<file path="src/rtl/complex_nr_mult_pipe_if.sv">
// Operand/result handshake bundle for complex_nr_mult_pipe.
// The op_conj signal exists only when COMPLEX_CONJ_EN is defined.
interface complex_nr_mult_pipe_if #(
  parameter int unsigned DATA_WIDTH = 8,
  parameter int unsigned FIFO_DEPTH = 4
);
  localparam int unsigned RES_WIDTH = 2 * DATA_WIDTH + 1;
  localparam int unsigned CNT_WIDTH = $clog2(FIFO_DEPTH) + 1;

  logic                        op_val;
  logic                        op_ready;
  logic signed [DATA_WIDTH-1:0] op_1_re;
  logic signed [DATA_WIDTH-1:0] op_1_im;
  logic signed [DATA_WIDTH-1:0] op_2_re;
  logic signed [DATA_WIDTH-1:0] op_2_im;
`ifdef COMPLEX_CONJ_EN
  logic                        op_conj;
`endif
  logic                        res_val;
  logic                        res_ready;
  logic signed [RES_WIDTH-1:0] result_re;
  logic signed [RES_WIDTH-1:0] result_im;
  logic [CNT_WIDTH-1:0]        res_count;

  // Operand source and result consumer side
  modport master (
    output op_val, op_1_re, op_1_im, op_2_re, op_2_im,
`ifdef COMPLEX_CONJ_EN
    output op_conj,
`endif
    output res_ready,
    input  op_ready, res_val, result_re, result_im, res_count
  );

  // Multiplier side
  modport slave (
    input  op_val, op_1_re, op_1_im, op_2_re, op_2_im,
`ifdef COMPLEX_CONJ_EN
    input  op_conj,
`endif
    input  res_ready,
    output op_ready, res_val, result_re, result_im, res_count
  );
endinterface

</file>
<file path="src/rtl/complex_nr_mult_pipe.sv">
// Pipelined signed complex multiplier with a first-word-fall-through result
// FIFO and credit-based operand flow control.
// Optional feature macro: COMPLEX_CONJ_EN (per-operation op_1 * conj(op_2)).
module complex_nr_mult_pipe #(
  parameter int unsigned DATA_WIDTH = 8,
  parameter int unsigned FIFO_DEPTH = 4
) (
  input logic                    clk,
  input logic                    sw_rst,
  complex_nr_mult_pipe_if.slave  bus
);
  localparam int unsigned RES_WIDTH    = 2 * DATA_WIDTH + 1;
  localparam int unsigned PROD_WIDTH   = 2 * DATA_WIDTH;
  localparam int unsigned PTR_WIDTH    = $clog2(FIFO_DEPTH);
  localparam int unsigned CNT_WIDTH    = PTR_WIDTH + 1;
  localparam int unsigned CREDIT_WIDTH = CNT_WIDTH + 1;

  logic s1_val, s2_val, s3_val;
  logic signed [DATA_WIDTH-1:0] s1_a, s1_b, s1_c, s1_d;
  logic signed [PROD_WIDTH-1:0] s2_ac, s2_bd, s2_ad, s2_bc;
  logic signed [RES_WIDTH-1:0]  s3_re, s3_im;
  logic signed [RES_WIDTH-1:0]  sum_re, sum_im;
`ifdef COMPLEX_CONJ_EN
  logic s1_conj, s2_conj;
`endif

  logic signed [RES_WIDTH-1:0] mem_re [FIFO_DEPTH];
  logic signed [RES_WIDTH-1:0] mem_im [FIFO_DEPTH];
  logic [PTR_WIDTH-1:0] wr_ptr, rd_ptr, wr_ptr_next, rd_ptr_next;
  logic [CNT_WIDTH-1:0] inflight, count, inflight_next, count_next;
  logic [CREDIT_WIDTH-1:0] credit_sum;

  logic op_ready_q, res_val_q, op_ready_next, res_val_next;
  logic signed [RES_WIDTH-1:0] result_re_q, result_im_q, head_re_next, head_im_next;
  logic accept, push, pop;

  assign bus.op_ready  = op_ready_q;
  assign bus.res_val   = res_val_q;
  assign bus.result_re = result_re_q;
  assign bus.result_im = result_im_q;
  assign bus.res_count = count;

  // Datapath stages; validity is tracked separately so no reset is needed here
  always_ff @(posedge clk) begin
    s1_a  <= bus.op_1_re;
    s1_b  <= bus.op_1_im;
    s1_c  <= bus.op_2_re;
    s1_d  <= bus.op_2_im;
    s2_ac <= PROD_WIDTH'(s1_a) * PROD_WIDTH'(s1_c);
    s2_bd <= PROD_WIDTH'(s1_b) * PROD_WIDTH'(s1_d);
    s2_ad <= PROD_WIDTH'(s1_a) * PROD_WIDTH'(s1_d);
    s2_bc <= PROD_WIDTH'(s1_b) * PROD_WIDTH'(s1_c);
    s3_re <= sum_re;
    s3_im <= sum_im;
`ifdef COMPLEX_CONJ_EN
    s1_conj <= bus.op_conj;
    s2_conj <= s1_conj;
`endif
  end

  // Stage 3 add/sub on sign-extended products; full precision
  always_comb begin
    sum_re = RES_WIDTH'(s2_ac) - RES_WIDTH'(s2_bd);
    sum_im = RES_WIDTH'(s2_ad) + RES_WIDTH'(s2_bc);
`ifdef COMPLEX_CONJ_EN
    if (s2_conj) begin
      sum_re = RES_WIDTH'(s2_ac) + RES_WIDTH'(s2_bd);
      sum_im = RES_WIDTH'(s2_bc) - RES_WIDTH'(s2_ad);
    end
`endif
  end

  // Result storage write port
  always_ff @(posedge clk) begin
    if (push) begin
      mem_re[wr_ptr] <= s3_re;
      mem_im[wr_ptr] <= s3_im;
    end
  end

  // Handshakes, credit accounting, pointers and the registered FIFO head
  always_comb begin
    accept        = bus.op_val & op_ready_q;
    push          = s3_val;
    pop           = res_val_q & bus.res_ready;
    inflight_next = inflight + CNT_WIDTH'(accept) - CNT_WIDTH'(push);
    count_next    = count + CNT_WIDTH'(push) - CNT_WIDTH'(pop);
    wr_ptr_next   = push ? wr_ptr + PTR_WIDTH'(1) : wr_ptr;
    rd_ptr_next   = pop ? rd_ptr + PTR_WIDTH'(1) : rd_ptr;
    credit_sum    = CREDIT_WIDTH'(inflight_next) + CREDIT_WIDTH'(count_next);
    op_ready_next = credit_sum < CREDIT_WIDTH'(FIFO_DEPTH);
    res_val_next  = count_next != '0;
    head_re_next  = result_re_q;
    head_im_next  = result_im_q;
    if (res_val_next) begin
      // The new head may be the entry being written at this very edge
      if (push && (rd_ptr_next == wr_ptr)) begin
        head_re_next = s3_re;
        head_im_next = s3_im;
      end else begin
        head_re_next = mem_re[rd_ptr_next];
        head_im_next = mem_im[rd_ptr_next];
      end
    end
  end

  // Control state with synchronous reset
  always_ff @(posedge clk) begin
    if (sw_rst) begin
      s1_val      <= 1'b0;
      s2_val      <= 1'b0;
      s3_val      <= 1'b0;
      inflight    <= '0;
      count       <= '0;
      wr_ptr      <= '0;
      rd_ptr      <= '0;
      op_ready_q  <= 1'b0;
      res_val_q   <= 1'b0;
      result_re_q <= '0;
      result_im_q <= '0;
    end else begin
      s1_val      <= accept;
      s2_val      <= s1_val;
      s3_val      <= s2_val;
      inflight    <= inflight_next;
      count       <= count_next;
      wr_ptr      <= wr_ptr_next;
      rd_ptr      <= rd_ptr_next;
      op_ready_q  <= op_ready_next;
      res_val_q   <= res_val_next;
      result_re_q <= head_re_next;
      result_im_q <= head_im_next;
    end
  end
endmodule

</file>
<file path="src/flat_wrapper.sv">
// flat-port wrapper written by rule: the top's interface ports become plain ports
module complex_nr_mult_pipe_flat 
#(
  parameter int unsigned DATA_WIDTH = 8,
  parameter int unsigned FIFO_DEPTH = 4
)
  (clk, sw_rst, bus_op_val, bus_op_1_re, bus_op_1_im, bus_op_2_re, bus_op_2_im, bus_res_ready, bus_op_ready, bus_res_val, bus_result_re, bus_result_im, bus_res_count);
  complex_nr_mult_pipe_if #(.DATA_WIDTH(DATA_WIDTH), .FIFO_DEPTH(FIFO_DEPTH)) bus_i ();
  input logic clk;
  input logic sw_rst;
  input wire logic [$bits(bus_i.op_val)-1:0] bus_op_val;
  input wire logic [$bits(bus_i.op_1_re)-1:0] bus_op_1_re;
  input wire logic [$bits(bus_i.op_1_im)-1:0] bus_op_1_im;
  input wire logic [$bits(bus_i.op_2_re)-1:0] bus_op_2_re;
  input wire logic [$bits(bus_i.op_2_im)-1:0] bus_op_2_im;
  input wire logic [$bits(bus_i.res_ready)-1:0] bus_res_ready;
  output wire logic [$bits(bus_i.op_ready)-1:0] bus_op_ready;
  output wire logic [$bits(bus_i.res_val)-1:0] bus_res_val;
  output wire logic [$bits(bus_i.result_re)-1:0] bus_result_re;
  output wire logic [$bits(bus_i.result_im)-1:0] bus_result_im;
  output wire logic [$bits(bus_i.res_count)-1:0] bus_res_count;
  assign bus_i.op_val = bus_op_val;
  assign bus_i.op_1_re = bus_op_1_re;
  assign bus_i.op_1_im = bus_op_1_im;
  assign bus_i.op_2_re = bus_op_2_re;
  assign bus_i.op_2_im = bus_op_2_im;
  assign bus_i.res_ready = bus_res_ready;
  assign bus_op_ready = bus_i.op_ready;
  assign bus_res_val = bus_i.res_val;
  assign bus_result_re = bus_i.result_re;
  assign bus_result_im = bus_i.result_im;
  assign bus_res_count = bus_i.res_count;
  complex_nr_mult_pipe #(.DATA_WIDTH(DATA_WIDTH), .FIFO_DEPTH(FIFO_DEPTH)) u_core (.clk(clk), .sw_rst(sw_rst), .bus(bus_i));
endmodule
</file>
<file path="config.mk">
export PLATFORM = sky130hd
export DESIGN_NAME = complex_nr_mult_pipe_flat
export DESIGN_NICKNAME = d
export VERILOG_FILES = /design/src/rtl/complex_nr_mult_pipe_if.sv /design/src/rtl/complex_nr_mult_pipe.sv /design/src/flat_wrapper.sv
export SDC_FILE = /design/constraint.sdc
export NUM_CORES = 1
export LEC_CHECK = 0
export CORE_MARGIN = 4
export CORE_UTILIZATION = 30
export CTS_BUF_LIST = sky130_fd_sc_hd__clkbuf_8 sky130_fd_sc_hd__clkbuf_16
export CTS_CLUSTER_DIAMETER = 60
export DETAILED_ROUTE_END_ITERATION = 6
export PLACE_DENSITY_LB_ADDON = 0.05
export SLEW_MARGIN = 30
export SYNTH_ARGS = -nofsm -noshare
export SYNTH_HDL_FRONTEND = slang
export SYNTH_SLANG_ARGS = --single-unit
</file>
<file path="constraint.sdc">
create_clock -name clk -period 7.68 [get_ports clk]
set_input_delay 2.304 -clock clk [delete_from_list [all_inputs] [get_ports clk]]
set_output_delay 2.304 -clock clk [all_outputs]
set_load 0.1 [all_outputs]
</file>
==> flow_results.org <==
** STA
- The final hold violation count came to 0.
- Setup violations remaining at the end of the flow were counted as 0.
- Layout Skew :: 28.2 ps
- Setup repair after global routing left no endpoint under its margin.
- Share of the clock period used by the worst path :: 68.5%
- Final hold analysis gives a worst-case slack of 443 ps.
- Setup total negative slack on the finished layout was measured at 0 ps.
- Across all setup checks in the final design, the least slack found is 2420 ps.
- Headroom to the max-slew limit :: 33.3%
- For the pin with the worst max-slew slack, the measured transition is 998 ps.
- The final number of max-transition violations came to 0.
- Final critical delay including setup and external delays :: 5260 ps
- Maximum achievable frequency :: 190 MHz

** Hold path
- The tightest min-delay check is of the flip-flop to flip-flop type.

** Finish
- Post-route insts no fill :: 2958
- FILL cells :: 7006
- Once layout is done, the placed cells without fillers occupy 24600 um^2.
- Area of the multi-input gates :: 12000 um^2
- Proportion of layout cells with a drive suffix above 1 :: 6.94%
- Summing all flip-flop and latch instances after layout gives 7670 um^2.
- Layout overhead on the synthesized area :: 15.3%
- Count of antenna diodes in the layout :: 0
- After the last flow step, the layout net total stands at 2399.

** Floorplanning
- The floorplan step set the die height to 275 um.
- Number of top-level pins :: 75
- Starting density of the core :: 30.4%
- Die footprint :: 75600 um^2
- Floorplan Core Area :: 70300 um^2
- The initialized floorplan defines 97 standard-cell rows.
- From left edge to right edge, the die measures 275 um.

** Clocking
- Cell at the root of the clock tree :: sky130_fd_sc_hd__clkbuf_16
- TritonCTS built the clock tree.
- In this run the post-CTS setup repair buffer count came out at 0.
- Gates resized during post-CTS repair numbered 0.
- After clock tree synthesis, the clock-pin slew on the worst setup and hold paths is 60 ps.
- Number of CTS-inserted buffers :: 45
- Clock Tree Buf Depth :: 3
- Clk_lat worst skew :: 580 ps
- Number of hold buffers added after CTS :: 0
- H-tree depth reported by CTS :: 2
- For this design, the sink count on the clock tree is 315.

** Placed design
- Post-Place Setup Slack :: 1980 ps
- DP HPWL :: 34.8 mm
- Dpl cell area :: 23100 um^2
- In this run, placement finished with an instance count of 2874.
- The count of buffers added on input and output ports is 74.
- At the end of routability-driven placement, the weighted congestion stood at 0.698.

** Routing
- The routed layout has 12900 vias.
- The final layout contains routed wiring with a total length of 47.8 mm.
- Detailed Routing Iterations Pass 1 :: 5
- Vias per Instance :: 4.36
- Post-route ant nets :: 0
- After detailed routing, the average wire length per cell comes to 16.2 um.
- Drt first-iter violations :: 515
- Remaining design rule violation count :: 0

** GRT
- The initial antenna violation count is 1.
- The number of global-route vias before repair was 13700.
- Tot GR Track Use :: 13.1%
- After global routing the overflow that remains totals 0.
- Wire length of the first global-routing pass :: 77.7 mm
- Maximum number of pins on one net before global-route repair :: 50

** Yosys
- A synthesized cell averages 11.2 um^2.
- Most common flop cell mapped by yosys :: sky130_fd_sc_hd__dfxtp_1
- Mapped cell area :: 21400 um^2
- The number of nets handed over by synthesis was 2322.
- Synth warnings :: 0
- Yosys reg bits :: 315
- Cells after synthesis :: 1904
- The synthesized design contains 136 enable-type register cells.
- Post-synth cell types :: 69
- Area share of the largest cell type after synthesis :: 21.0%
- Fraction of synthesis flops using an asynchronous set or reset pin :: 0%
- After synthesis, the cell types taking the most area are sky130_fd_sc_hd__fa_1 21%, sky130_fd_sc_hd__edfxtp_1 19%, sky130_fd_sc_hd__dfxtp_1 17%.
- Post-synthesis cell type with the largest combined area :: sky130_fd_sc_hd__fa_1
- Of the synthesized area, sequential elements account for 35.9%.

** Setup path
- Required @ worst endpoint :: 8180 ps
- Along the worst path, the maximum fanout reaches 16.
- STA classifies the critical path startpoint as a flip-flop.
- Type of the worst setup path :: flip-flop to flip-flop
- For the worst setup path, the data arrival time is 5760 ps.
- Critical path endpoint category :: flip-flop

** Pwr
- Worst ir drop on vdd :: 222 uV
- Leakage power total :: 0.0109 uW
- Dividing total power by cell area gives a power density of 401 nW/um^2.

** Flow run
- Maximum capacitance violations :: 0

** Run status
- The flow ran to the end, and the final reports show no timing, DRC or antenna violations.
-- flip-flops by register name, summed over array words and instances, names as in the netlist, 2 cells and up --
name	cells
u_core.s1_d	8
u_core.s1_a	8
u_core.s2_bc	16
u_core.mem_re	68
u_core.bus.res_count	3
u_core.rd_ptr	2
u_core.s2_bd	16
u_core.wr_ptr	2
u_core.s2_ac	16
u_core.s1_c	8
u_core.s2_ad	16
u_core.s1_b	8
u_core.bus.result_re	17
u_core.bus.result_im	17
u_core.inflight	3
u_core.mem_im	68
u_core.s3_im	17
u_core.s3_re	17
-- logic make-up (layout without fill, tap and decap cells) --
| kind of cell | count (synthesis) | after routing | share of synthesized area, % |
|---|---|---|---|
| simple gates | 448 | 448 | 11.3 |
| buf+inv | 432 | 546 | 7.92 |
| fa+ha+maj | 382 | 382 | 30.2 |
| flops | 315 | 315 | 35.9 |
| compound gates | 163 | 163 | 5.32 |
| xor+xnor | 90 | 90 | 3.86 |
| mux | 74 | 74 | 5.48 |
-- critical path, cell delays in order (launching register included) --
cell,delay (ps)
sky130_fd_sc_hd__dfxtp_1,790
sky130_fd_sc_hd__nand2_1,270
sky130_fd_sc_hd__fa_1,540
sky130_fd_sc_hd__inv_1,50
sky130_fd_sc_hd__fa_1,490
sky130_fd_sc_hd__fa_1,490
sky130_fd_sc_hd__inv_1,50
sky130_fd_sc_hd__fa_1,470
sky130_fd_sc_hd__inv_1,40
sky130_fd_sc_hd__ha_1,220
sky130_fd_sc_hd__or3_1,400
sky130_fd_sc_hd__a221oi_2,280
sky130_fd_sc_hd__nor3_1,140
sky130_fd_sc_hd__a2111oi_2,530
sky130_fd_sc_hd__a21oi_1,150
sky130_fd_sc_hd__nor2_1,130
sky130_fd_sc_hd__xnor2_1,140
-- cells in the final DEF, fill, tap and decap left out, types with 11 or more instances in the layout --
cell and instances:
sky130_fd_sc_hd__a211oi_1 39, sky130_fd_sc_hd__a21oi_1 33, sky130_fd_sc_hd__and2_1 175, sky130_fd_sc_hd__buf_4 12, sky130_fd_sc_hd__clkbuf_16 46, sky130_fd_sc_hd__clkdlybuf4s50_1 73
sky130_fd_sc_hd__dfxtp_1 179, sky130_fd_sc_hd__edfxtp_1 136, sky130_fd_sc_hd__fa_1 224, sky130_fd_sc_hd__ha_1 158, sky130_fd_sc_hd__inv_1 387, sky130_fd_sc_hd__mux2i_1 36
sky130_fd_sc_hd__mux4_2 34, sky130_fd_sc_hd__nand2_1 76, sky130_fd_sc_hd__nand2b_1 11, sky130_fd_sc_hd__nor2_1 82, sky130_fd_sc_hd__nor2b_1 46, sky130_fd_sc_hd__nor3_1 16
sky130_fd_sc_hd__o21a_1 13, sky130_fd_sc_hd__o21ai_0 12, sky130_fd_sc_hd__o21ai_1 14, sky130_fd_sc_hd__xnor2_1 75, sky130_fd_sc_hd__xor2_1 13
-- layer usage --
metal	GRT usage (%)	share of wire (%)	vias up
li1	-	-	6261
met1	18.5	49	6424
met2	21.3	46	170
met3	2.08	3.5	52
met4	3.13	1.9	0
met5	0	0	-
-- synth_stat cells (39+ instances only) --
master and number:
sky130_fd_sc_hd__inv_1 376, sky130_fd_sc_hd__fa_1 224, sky130_fd_sc_hd__dfxtp_1 179, sky130_fd_sc_hd__and2_1 175, sky130_fd_sc_hd__ha_1 158, sky130_fd_sc_hd__edfxtp_1 136
sky130_fd_sc_hd__nor2_1 82, sky130_fd_sc_hd__nand2_1 76, sky130_fd_sc_hd__xnor2_1 75, sky130_fd_sc_hd__nor2b_1 46, sky130_fd_sc_hd__clkbuf_1 44, sky130_fd_sc_hd__a211oi_1 39
-- final timing paths --
path,end,slack [ps],cells past startpoint,start
worst max-delay path,u_core.s2_bc[15],2420,16,u_core.s1_c[2]
worst min-delay path,u_core.push,440,1,u_core.s2_val
worst max register to register,u_core.s2_bc[15],2420,16,u_core.s1_c[2]
worst min register to register,u_core.push,440,1,u_core.s2_val
-- through the flow --
| step | utilization (%) | power (uW) |
|---|---|---|
| CTS | 35.1 | 10100 |
| global route | 35.1 | 10800 |
| floorplan | - | 6640 |
| finish | 35.1 | 9870 |
| global placement | 32.9 | 7920 |
| detailed placement | 32.9 | 7940 |
-- area by class of cell --
type                            instances  share of cell area, %
Tap cell                              940                   4.77
Multi-Input combinational cell       1157                   48.8
Timing Repair Buffer                   85                   3.33
Clock inverter                         34                   1.30
Inverter                              377                   5.80
Clock buffer                           50                   4.90
Sequential cell                       315                   31.1
-- power breakdown --
| part | total [uW] | internal (uW) | leakage (uW) | switching (uW) |
|---|---|---|---|---|
| clock network | 2070 | 1250 | 0.000787 | 818 |
| logic | 5220 | 2160 | 0.00738 | 3060 |
| registers | 2580 | 2260 | 0.00273 | 317 |
| total | 9870 | 5670 | 0.0109 | 4200 |
(Power assumes the default switching activity.)
